**src/rtl/alu_issue_scheduler_if.sv**
```systemverilog
// alu_issue_scheduler_if: RS request bundle and CDB result port of the ALU issue scheduler
interface alu_issue_scheduler_if #(
  parameter int NUM_RS = 4,
  parameter int TAG_W  = 4
);
  logic [NUM_RS-1:0]            in_req;
  logic [NUM_RS-1:0][3:0]       in_alu_op;
  logic [NUM_RS-1:0][63:0]      in_val_a;
  logic [NUM_RS-1:0][63:0]      in_val_b;
  logic [NUM_RS-1:0][5:0]       in_alu_val_hw;
  logic [NUM_RS-1:0]            in_set_CC;
  logic [NUM_RS-1:0][3:0]       in_cond;
  logic [NUM_RS-1:0][3:0]       in_prev_nzcv;
  logic [NUM_RS-1:0][TAG_W-1:0] in_tag;
  logic                         in_flush;
  logic                         in_cdb_ready;
  logic [NUM_RS-1:0]            out_grant;
  logic                         out_valid;
  logic [63:0]                  out_value;
  logic [3:0]                   out_nzcv;
  logic                         out_set_CC;
  logic                         out_cond_val;
  logic [TAG_W-1:0]             out_tag;
  modport master (
    output in_req, in_alu_op, in_val_a, in_val_b, in_alu_val_hw, in_set_CC,
           in_cond, in_prev_nzcv, in_tag, in_flush, in_cdb_ready,
    input  out_grant, out_valid, out_value, out_nzcv, out_set_CC, out_cond_val, out_tag
  );
  modport slave (
    input  in_req, in_alu_op, in_val_a, in_val_b, in_alu_val_hw, in_set_CC,
           in_cond, in_prev_nzcv, in_tag, in_flush, in_cdb_ready,
    output out_grant, out_valid, out_value, out_nzcv, out_set_CC, out_cond_val, out_tag
  );
endinterface

```
**src/rtl/alu_issue_scheduler.sv**
```systemverilog
// alu_issue_scheduler: round-robin ALU issue from reservation stations into a one-entry CDB result register
module arithmetic_execute_unit (
  input  logic [3:0]  op,
  input  logic [63:0] a,
  input  logic [63:0] b,
  input  logic [5:0]  hw,
  input  logic        set_cc,
  input  logic [3:0]  cond,
  input  logic [3:0]  prev_nzcv,
  output logic [63:0] value,
  output logic [3:0]  nzcv,
  output logic        cond_val,
  output logic        fu_done
);
  typedef enum logic [3:0] {PLUS, MINUS, AND, ORR, EOR, LSL, LSR, ASR, MOVZ} alu_op_t;
  alu_op_t     alu_op;
  logic        arith;
  logic [63:0] b_eff;
  logic [63:0] asr_v;
  logic [64:0] sum;
  logic        c;
  logic        v;
  logic [7:0]  cond_tbl;
  always_comb begin
    alu_op   = alu_op_t'(op);
    arith    = alu_op == PLUS || alu_op == MINUS;
    b_eff    = alu_op == MINUS ? ~b : b;
    sum      = {1'b0, a} + {1'b0, b_eff} + {64'b0, alu_op == MINUS};
    asr_v    = $signed(a) >>> hw;
    value    = arith           ? sum[63:0] :
               alu_op == AND   ? a & b :
               alu_op == ORR   ? a | b :
               alu_op == EOR   ? a ^ b :
               alu_op == LSL   ? a << hw :
               alu_op == LSR   ? a >> hw :
               alu_op == ASR   ? asr_v :
                                 {48'b0, b[15:0]} << {hw[1:0], 4'b0};
    fu_done  = op <= MOVZ;
    c        = arith ? sum[64] : prev_nzcv[1];
    v        = arith ? (a[63] == b_eff[63]) && (value[63] != a[63]) : prev_nzcv[0];
    nzcv     = set_cc ? {value[63], value == 64'b0, c, v} : prev_nzcv;
    // cond[3:1] selects the base test on the incoming flags, cond[0] inverts it (except AL/NV)
    cond_tbl = {1'b1,
                !prev_nzcv[2] && (prev_nzcv[3] == prev_nzcv[0]),
                prev_nzcv[3] == prev_nzcv[0],
                prev_nzcv[1] && !prev_nzcv[2],
                prev_nzcv[0], prev_nzcv[3], prev_nzcv[1], prev_nzcv[2]};
    cond_val = cond_tbl[cond[3:1]] ^ (cond[0] && cond[3:1] != 3'd7);
  end
endmodule

module alu_issue_scheduler #(
  parameter int NUM_RS = 4,
  parameter int TAG_W  = 4
) (
  input logic clk,
  input logic rst,
  alu_issue_scheduler_if.slave bus
);
  localparam int PW = $clog2(NUM_RS);
  logic [PW-1:0] rr_ptr;
  logic [PW-1:0] cand;
  logic [PW-1:0] idx;
  logic          found;
  logic          issue;
  logic [63:0]   eu_value;
  logic [3:0]    eu_nzcv;
  logic          eu_cond_val;
  logic          fu_done;
  always_comb begin
    found = 1'b0;
    cand  = rr_ptr;
    idx   = '0;
    // scan farthest-first so the slot nearest rr_ptr wins
    for (int i = NUM_RS - 1; i >= 0; i--) begin
      idx = PW'((int'(rr_ptr) + i) % NUM_RS);
      if (bus.in_req[idx]) begin
        found = 1'b1;
        cand  = idx;
      end
    end
    issue         = found && (!bus.out_valid || bus.in_cdb_ready) && !bus.in_flush && rst;
    bus.out_grant = issue ? NUM_RS'(1) << cand : '0;
  end
  arithmetic_execute_unit u_aeu (
    .op        (bus.in_alu_op[cand]),
    .a         (bus.in_val_a[cand]),
    .b         (bus.in_val_b[cand]),
    .hw        (bus.in_alu_val_hw[cand]),
    .set_cc    (bus.in_set_CC[cand]),
    .cond      (bus.in_cond[cand]),
    .prev_nzcv (bus.in_prev_nzcv[cand]),
    .value     (eu_value),
    .nzcv      (eu_nzcv),
    .cond_val  (eu_cond_val),
    .fu_done   (fu_done)
  );
  always_ff @(posedge clk) begin
    if (!rst) begin
      bus.out_valid    <= 1'b0;
      bus.out_value    <= '0;
      bus.out_nzcv     <= '0;
      bus.out_set_CC   <= 1'b0;
      bus.out_cond_val <= 1'b0;
      bus.out_tag      <= '0;
      rr_ptr           <= '0;
    end else if (issue) begin
      assert (fu_done);
      bus.out_valid    <= 1'b1;
      bus.out_value    <= eu_value;
      bus.out_nzcv     <= eu_nzcv;
      bus.out_set_CC   <= bus.in_set_CC[cand];
      bus.out_cond_val <= eu_cond_val;
      bus.out_tag      <= bus.in_tag[cand];
      rr_ptr           <= cand == PW'(NUM_RS - 1) ? '0 : cand + 1'b1;
    end else if (bus.in_flush || bus.in_cdb_ready) begin
      bus.out_valid <= 1'b0;
    end
  end
endmodule

```
**src/flat_wrapper.sv**
```systemverilog
// flat-port wrapper written by rule: the top's interface ports become plain ports
module alu_issue_scheduler_flat 
#(
  parameter int NUM_RS = 4,
  parameter int TAG_W  = 4
)
  (clk, rst, bus_in_req, bus_in_alu_op, bus_in_val_a, bus_in_val_b, bus_in_alu_val_hw, bus_in_set_CC, bus_in_cond, bus_in_prev_nzcv, bus_in_tag, bus_in_flush, bus_in_cdb_ready, bus_out_grant, bus_out_valid, bus_out_value, bus_out_nzcv, bus_out_set_CC, bus_out_cond_val, bus_out_tag);
  alu_issue_scheduler_if #(.NUM_RS(NUM_RS), .TAG_W(TAG_W)) bus_i ();
  input logic clk;
  input logic rst;
  input wire logic [$bits(bus_i.in_req)-1:0] bus_in_req;
  input wire logic [$bits(bus_i.in_alu_op)-1:0] bus_in_alu_op;
  input wire logic [$bits(bus_i.in_val_a)-1:0] bus_in_val_a;
  input wire logic [$bits(bus_i.in_val_b)-1:0] bus_in_val_b;
  input wire logic [$bits(bus_i.in_alu_val_hw)-1:0] bus_in_alu_val_hw;
  input wire logic [$bits(bus_i.in_set_CC)-1:0] bus_in_set_CC;
  input wire logic [$bits(bus_i.in_cond)-1:0] bus_in_cond;
  input wire logic [$bits(bus_i.in_prev_nzcv)-1:0] bus_in_prev_nzcv;
  input wire logic [$bits(bus_i.in_tag)-1:0] bus_in_tag;
  input wire logic [$bits(bus_i.in_flush)-1:0] bus_in_flush;
  input wire logic [$bits(bus_i.in_cdb_ready)-1:0] bus_in_cdb_ready;
  output wire logic [$bits(bus_i.out_grant)-1:0] bus_out_grant;
  output wire logic [$bits(bus_i.out_valid)-1:0] bus_out_valid;
  output wire logic [$bits(bus_i.out_value)-1:0] bus_out_value;
  output wire logic [$bits(bus_i.out_nzcv)-1:0] bus_out_nzcv;
  output wire logic [$bits(bus_i.out_set_CC)-1:0] bus_out_set_CC;
  output wire logic [$bits(bus_i.out_cond_val)-1:0] bus_out_cond_val;
  output wire logic [$bits(bus_i.out_tag)-1:0] bus_out_tag;
  assign bus_i.in_req = bus_in_req;
  assign bus_i.in_alu_op = bus_in_alu_op;
  assign bus_i.in_val_a = bus_in_val_a;
  assign bus_i.in_val_b = bus_in_val_b;
  assign bus_i.in_alu_val_hw = bus_in_alu_val_hw;
  assign bus_i.in_set_CC = bus_in_set_CC;
  assign bus_i.in_cond = bus_in_cond;
  assign bus_i.in_prev_nzcv = bus_in_prev_nzcv;
  assign bus_i.in_tag = bus_in_tag;
  assign bus_i.in_flush = bus_in_flush;
  assign bus_i.in_cdb_ready = bus_in_cdb_ready;
  assign bus_out_grant = bus_i.out_grant;
  assign bus_out_valid = bus_i.out_valid;
  assign bus_out_value = bus_i.out_value;
  assign bus_out_nzcv = bus_i.out_nzcv;
  assign bus_out_set_CC = bus_i.out_set_CC;
  assign bus_out_cond_val = bus_i.out_cond_val;
  assign bus_out_tag = bus_i.out_tag;
  alu_issue_scheduler #(.NUM_RS(NUM_RS), .TAG_W(TAG_W)) u_core (.clk(clk), .rst(rst), .bus(bus_i));
endmodule
```
**config.mk**
```make
export PLATFORM = sky130hd
export DESIGN_NAME = alu_issue_scheduler_flat
export DESIGN_NICKNAME = d
export VERILOG_FILES = /design/src/rtl/alu_issue_scheduler_if.sv /design/src/rtl/alu_issue_scheduler.sv /design/src/flat_wrapper.sv
export SDC_FILE = /design/constraint.sdc
export NUM_CORES = 2
export LEC_CHECK = 0
export ABC_AREA = 1
export BUFFER_PORTS_ARGS = -buffer_cell sky130_fd_sc_hd__buf_4
export CORE_AREA = 2 2 266 268
export CTS_CLUSTER_DIAMETER = 30
export DETAILED_ROUTE_END_ITERATION = 6
export DIE_AREA = 0 0 268 270
export PLACE_DENSITY = 0.76
export SLEW_MARGIN = 20
export SYNTH_ARGS = -nofsm -noshare
export SYNTH_HDL_FRONTEND = slang
export SYNTH_SLANG_ARGS = --single-unit
```
**constraint.sdc**
```tcl
create_clock -name clk -period 18.3 [get_ports clk]
set_clock_uncertainty 0.1 [all_clocks]
set_input_delay 3.66 -clock clk [delete_from_list [all_inputs] [get_ports clk]]
set_output_delay 3.66 -clock clk [all_outputs]
set_load 0.1 [all_outputs]
```
Yosys cells after proc, flatten, opt, wreduce, memory -nomap -nowiden
Index checks and enable logic that the tools add are counted.
- register bits: 77
- logic and storage cells: 106
- add/sub/neg operators: 6
- magnitude comparators: 6
- equality and inequality tests: 12
- shift operators: 5
- mux-type cells: 49
- bitwise logic cells: 5
- reductions and logical operators: 16
- operator list (operator ; count):
    two-way mux 64 bit ; 10
    binary-select mux 64 bit (select 2 bit) ; 2
    adder 64 x 64 -> 65 bit ; 1
    adder 65 x 1 -> 65 bit ; 1
    AND 64 bit ; 1
    zero test 64 bit ; 1
    inverter 64 bit ; 1
    OR 64 bit ; 1
    left shift 16 x 6 -> 64 bit ; 1
    left shift 64 x 6 -> 64 bit ; 1
    >> shifter 64 x 6 -> 64 bit ; 1
    >>> shifter 64 x 6 -> 64 bit ; 1
    XOR 64 bit ; 1
    binary-select mux 4 bit (select 2 bit) ; 4
    two-way mux 4 bit ; 6
    equality test 4 x 3 -> 1 bit, second input constant ; 4
    less-than comparator 2 x 3 -> 1 bit, second input constant ; 5
    two-way mux 1 bit ; 14
    binary-select mux 6 bit (select 2 bit) ; 1
    binary-select mux 1 bit (select 2 bit) ; 5
    two-way mux 2 bit ; 5
    equality test 4 x 2 -> 1 bit, second input constant ; 2
    logical AND 1 bit ; 7
    two-way mux 6 bit ; 1
    15 further kinds ; 22

Depth between registers and ports, before layout
- depth in word-level cells: 21
- mapped depth: 46

Hierarchy
A second synthesis with hierarchy kept.
- cells, all modules: 5711
- area, all modules: 28424.8 um^2
- modules (own cells, without submodules) (module ; times used ; cells each ; area each (um^2) ; seq. area each (um^2)):
    arithmetic_execute_unit ; 1 ; 4445 ; 21239.1 ; 0.0
    alu_issue_scheduler ; 1 ; 1266 ; 7185.6 ; 1541.5

Worst setup path before layout
Ideal clock, no wire load.
- path kind: input port to output port
- from: in bus_in_req[3]
- to: out bus_out_grant[1]
- arrival: 7.418 ns
- required time: 14.540 ns
- slack: 7.122 ns
- stages: 20
- path through: inv_1 > nand2_1 > nand3_1 > nand2_1 > inv_2 > nand2_2 > nand2_4 > nand3_4 > nand2_4 > buf_6 > buf_4 > buf_4 > buf_2 > buf_2 > clkbuf_1 > clkbuf_1 > buf_1 > ha_1 > inv_1 > nor2_1
- word-level cells in the longest chain between the ends: 10
- RTL lines (item ; line ; text):
    start, declared ; flat_wrapper.sv:11 ; input wire logic [$bits(bus_i.in_req)-1:0] bus_in_req;
    binary-select mux 1 bit (select 2 bit) ; alu_issue_scheduler.sv:77 ; if (bus.in_req[idx]) begin
    two-way mux 1 bit (not written as such) ; alu_issue_scheduler.sv:77 ;
    two-way mux 1 bit (4 in series) ; alu_issue_scheduler.sv:77 ;
    logical AND 1 bit (3 in series) ; alu_issue_scheduler.sv:82 ; issue = found && (!bus.out_valid || bus.in_cdb_ready) && !bus.in_flush && rst;
    two-way mux 4 bit * ; alu_issue_scheduler.sv:83 ; bus.out_grant = issue ? NUM_RS'(1) << cand : '0;
    end, declared ; flat_wrapper.sv:22 ; output wire logic [$bits(bus_i.out_grant)-1:0] bus_out_grant;
Every way passes the cells marked *; elsewhere a longest branch is shown, timed or not. The select of a mux whose other input is x is not followed.

Final worst setup path
- from: in bus_in_req[3]
- to: reg u_core.bus.out_nzcv[2]
- word-level cells in the longest chain between the ends: 18
- RTL lines (item ; line ; text):
    parallel branches: the longest is 18 deep, another holds adder 64 x 64 -> 65 bit ; n/a ;
    end signal, assigned ; alu_issue_scheduler.sv:111 ; bus.out_nzcv <= eu_nzcv;
    end, declared ; alu_issue_scheduler_if.sv:32 ; output out_grant, out_valid, out_value, out_nzcv, out_set_CC, out_cond_val, out_tag
Several ways; the timed one is not identified. The select of a mux whose other input is x is not followed.
A chain may end at the register's enable or synchronous reset.

==> results.tsv <==
metric	value	unit
syn_inst	5697	
ir_worst_vdd	0.132	mV
hp-class	flop to flop	
syn_area	29200	µm²
num_vias	43114	
synth_flop_cell	dfxtp_1	
io_buffers	690	
final_max_slew_viol_count	0	
hold_buffers	0	
outcome	finished, final reports clean	
antenna_left	0	
clockRootBuffer	clkbuf_16	
cts_tree	done	
clkLatencyLatePin	0.35	ns
period_share	0.643	
place_ws	6.45	ns
required	18.49	ns
cp_slowest_stage_delay	0.75	ns
die_w	268	µm
utilization	0.501	
hold_path.startpoint	u_core.bus.out_nzcv[1]	
nets	6923	
numPlacedInstances	7044	
synth-xor-area-share	0.0255	
groute.usage.overall	0.514	
postCtsResizedCells	0	
finalSetupTns	0	ns
slowest_stage	nand2_8	
synth.most_common_cell	nand2_1	
stdcell_area	34800	µm²
max_freq	0.0850	GHz
cp-start-kind	primary input	
hold_viol	0	
holdPathEnd	u_core.bus.out_nzcv[1]	
rr_endpoint	u_core.bus.out_nzcv[2]	
tightestPinTransition	1.20	ns
synth_mux_area_frac	0.0217	
crit_top_cell	nand2_1	
synth_top_area_share	0.239	
synth-compound-area-share	0.171	
finalPower	6.54	mW
dr.first_iter.drc_count	6427	
gr-total-overflow	0	
crit_family	simple AND/OR/NAND/NOR gates	
cts_sinks	77	
max-cap-violations	0	
pwr_density_cell	188	nW/µm²
synth_top_family_by_area	simple AND/OR/NAND/NOR gates	
r2r_cells	41	
path_buf_inv	5	
r2r-start	u_core.rr_ptr[0]	
rows	97	
io_pins	691	
ys_seq_area_frac	0.0528	
grt_setup_unrepaired	no	
h-tree-depth	3	
critPathMaxFanout	137	
antenna_found_initial	28	
chipHeight	270	µm
clkTransAtPathRegs	0.07	ns
layout-drive-gt1-share	0.151	
place_congestion	1.12	
p_leak	19.0	nW
synth_adder_area_share	0.0842	
die_area	72400	µm²
min_period	11.76	ns
grt_pass1_wl	271	mm
worst-setup-path-type	primary input to flop	
initial_utilization	0.420	
timing.final.ws_setup	6.54	ns
yosys_register_bits	77	
yosys_warnings	0	
clock_path_buffers	2	
fp.coreArea	69500	µm²
synth_nets	6505	
synthToLayoutAreaGrowth	19.2	%
fin_cells	7076	
synth_edf_count	0	
wl_per_cell	27.5	µm
route.detailed.drc	0	
grt_max_degree	140	
grt_pass1_vias	38948	
syn_avg_cell_area	5.13	µm²
cts_made_buffers	9	
ys_top_cells_by_count	nand2_1 (1861), nand3_1 (913), inv_1 (567), nor2_1 (421), o21ai_0 (360)	
first_pass_iters	7	
r2r_slack	9.25	ns
ys_async_sr_fraction	0	
yosys.area.top_type	nand2_1	
max-slew-margin-rel	0.190	
timing.hold.ws	0.370	ns
synth-simple-area-share	0.506	
min_delay_path_depth	2	
crit_arrival	11.95	ns
postCtsSetupBuffers	0	
viasPerCell	6.09	
placed_area	34500	µm²
dpl.hpwl	151	mm
ys_types	62	
end_kind	flop	
setup_viol	0	
fillers	7763	
drt-total-wl	195	mm
synthTopCellsByArea	nand2_1 (24%), nand3_1 (16%), ha_1 (8.4%)	
## tightest hold or removal path, cell delays in order (launching register included)
cell and delay, ns:
dfxtp_1 0.31, nand2_1 0.06, a21oi_1 0.05
## power breakdown
part	internal, mW	total [mW]	switching (mW)
combinational	1.58	6.13	4.54
sequential	0.189	0.216	0.0269
clock	0.121	0.200	0.0795
total	1.89	6.54	4.65
## worst max-delay path by stage
stage	start	endpoint	cells past startpoint
floorplan	bus_in_req[3]	bus_out_grant[1]	20
global placement	bus_in_req[3]	u_core.bus.out_nzcv[2]	39
detailed placement	bus_in_req[3]	u_core.bus.out_nzcv[2]	41
CTS	bus_in_req[3]	bus_out_grant[2]	18
global route	bus_in_req[3]	u_core.bus.out_nzcv[2]	41
finish	bus_in_req[3]	u_core.bus.out_nzcv[2]	39
## final cells by class
cell class | count | area (µm²) | area share
timing repair buffer | 766 | 5800 | 0.167
tap | 940 | 1180 | 0.0338
clock buffer | 10 | 229 | 0.00658
clock inverter | 6 | 93.8 | 0.00269
inverter | 595 | 2240 | 0.0644
sequential | 77 | 1540 | 0.0443
antenna | 16 | 40.0 | 0.00115
multi-input combinational | 4666 | 23700 | 0.681
## cell usage in the layout, fill, tap and decap left out, types with 4 or more instances in the layout
cell type	netlist	routed
nand3b_1	65	65
a21boi_1	5	5
a31oi_1	18	18
xnor2_1	63	63
a21o_1	7	7
o221ai_1	4	4
ha_1	195	195
nand2_4	6	5
nand3_1	913	912
o21ai_4	2	5
o211ai_1	110	110
o22a_1	5	5
nand4_1	26	26
inv_1	567	566
o31ai_1	4	4
clkbuf_16	0	9
o21ai_0	360	355
mux2i_1	61	61
or2_1	4	4
nor2_4	4	6
a21oi_1	240	240
o21ai_1	75	79
clkinv_1	5	5
diode_2	0	16
or2_2	61	61
nand2_1	1861	1858
dfxtp_1	77	77
xor2_1	22	22
buf_4	35	762
o21ai_2	12	10
buf_12	0	4
or2_0	10	10
nor3_1	26	26
nor2_1	421	419
o21bai_1	8	8
nor4_1	7	7
o21a_1	14	14
inv_2	21	22
nand2_2	18	19
## logic make-up (layout without fill, tap and decap cells)
| logic type | count (synthesis) | in the layout |
|---|---|---|
| DFF | 77 | 77 |
| AOI/OAI and AO/OA | 886 | 886 |
| adders and majority gates | 196 | 196 |
| muxes | 62 | 62 |
| buffers and inverters | 954 | 1377 |
| and+or+nand+nor | 3437 | 3437 |
| xor gates and xnor gates | 85 | 85 |
| other | 0 | 16 |
## sequential cells by signal (all words and copies together) (netlist names)
register / flops
u_core.bus.out_set_CC: 1
u_core.bus.out_tag: 4
u_core.bus.out_valid: 1
u_core.bus.out_value: 64
u_core.rr_ptr: 2
u_core.bus.out_cond_val: 1
u_core.bus.out_nzcv: 4
## per-layer routing
layer  track usage  vias up  share of wire
met5             0        -        0.00086
met4         0.483       26           0.11
met3         0.158      806           0.13
met2         0.750     3183           0.41
met1         0.593    19665           0.35
li1              -    19434              -
(Power assumes the default switching activity.)
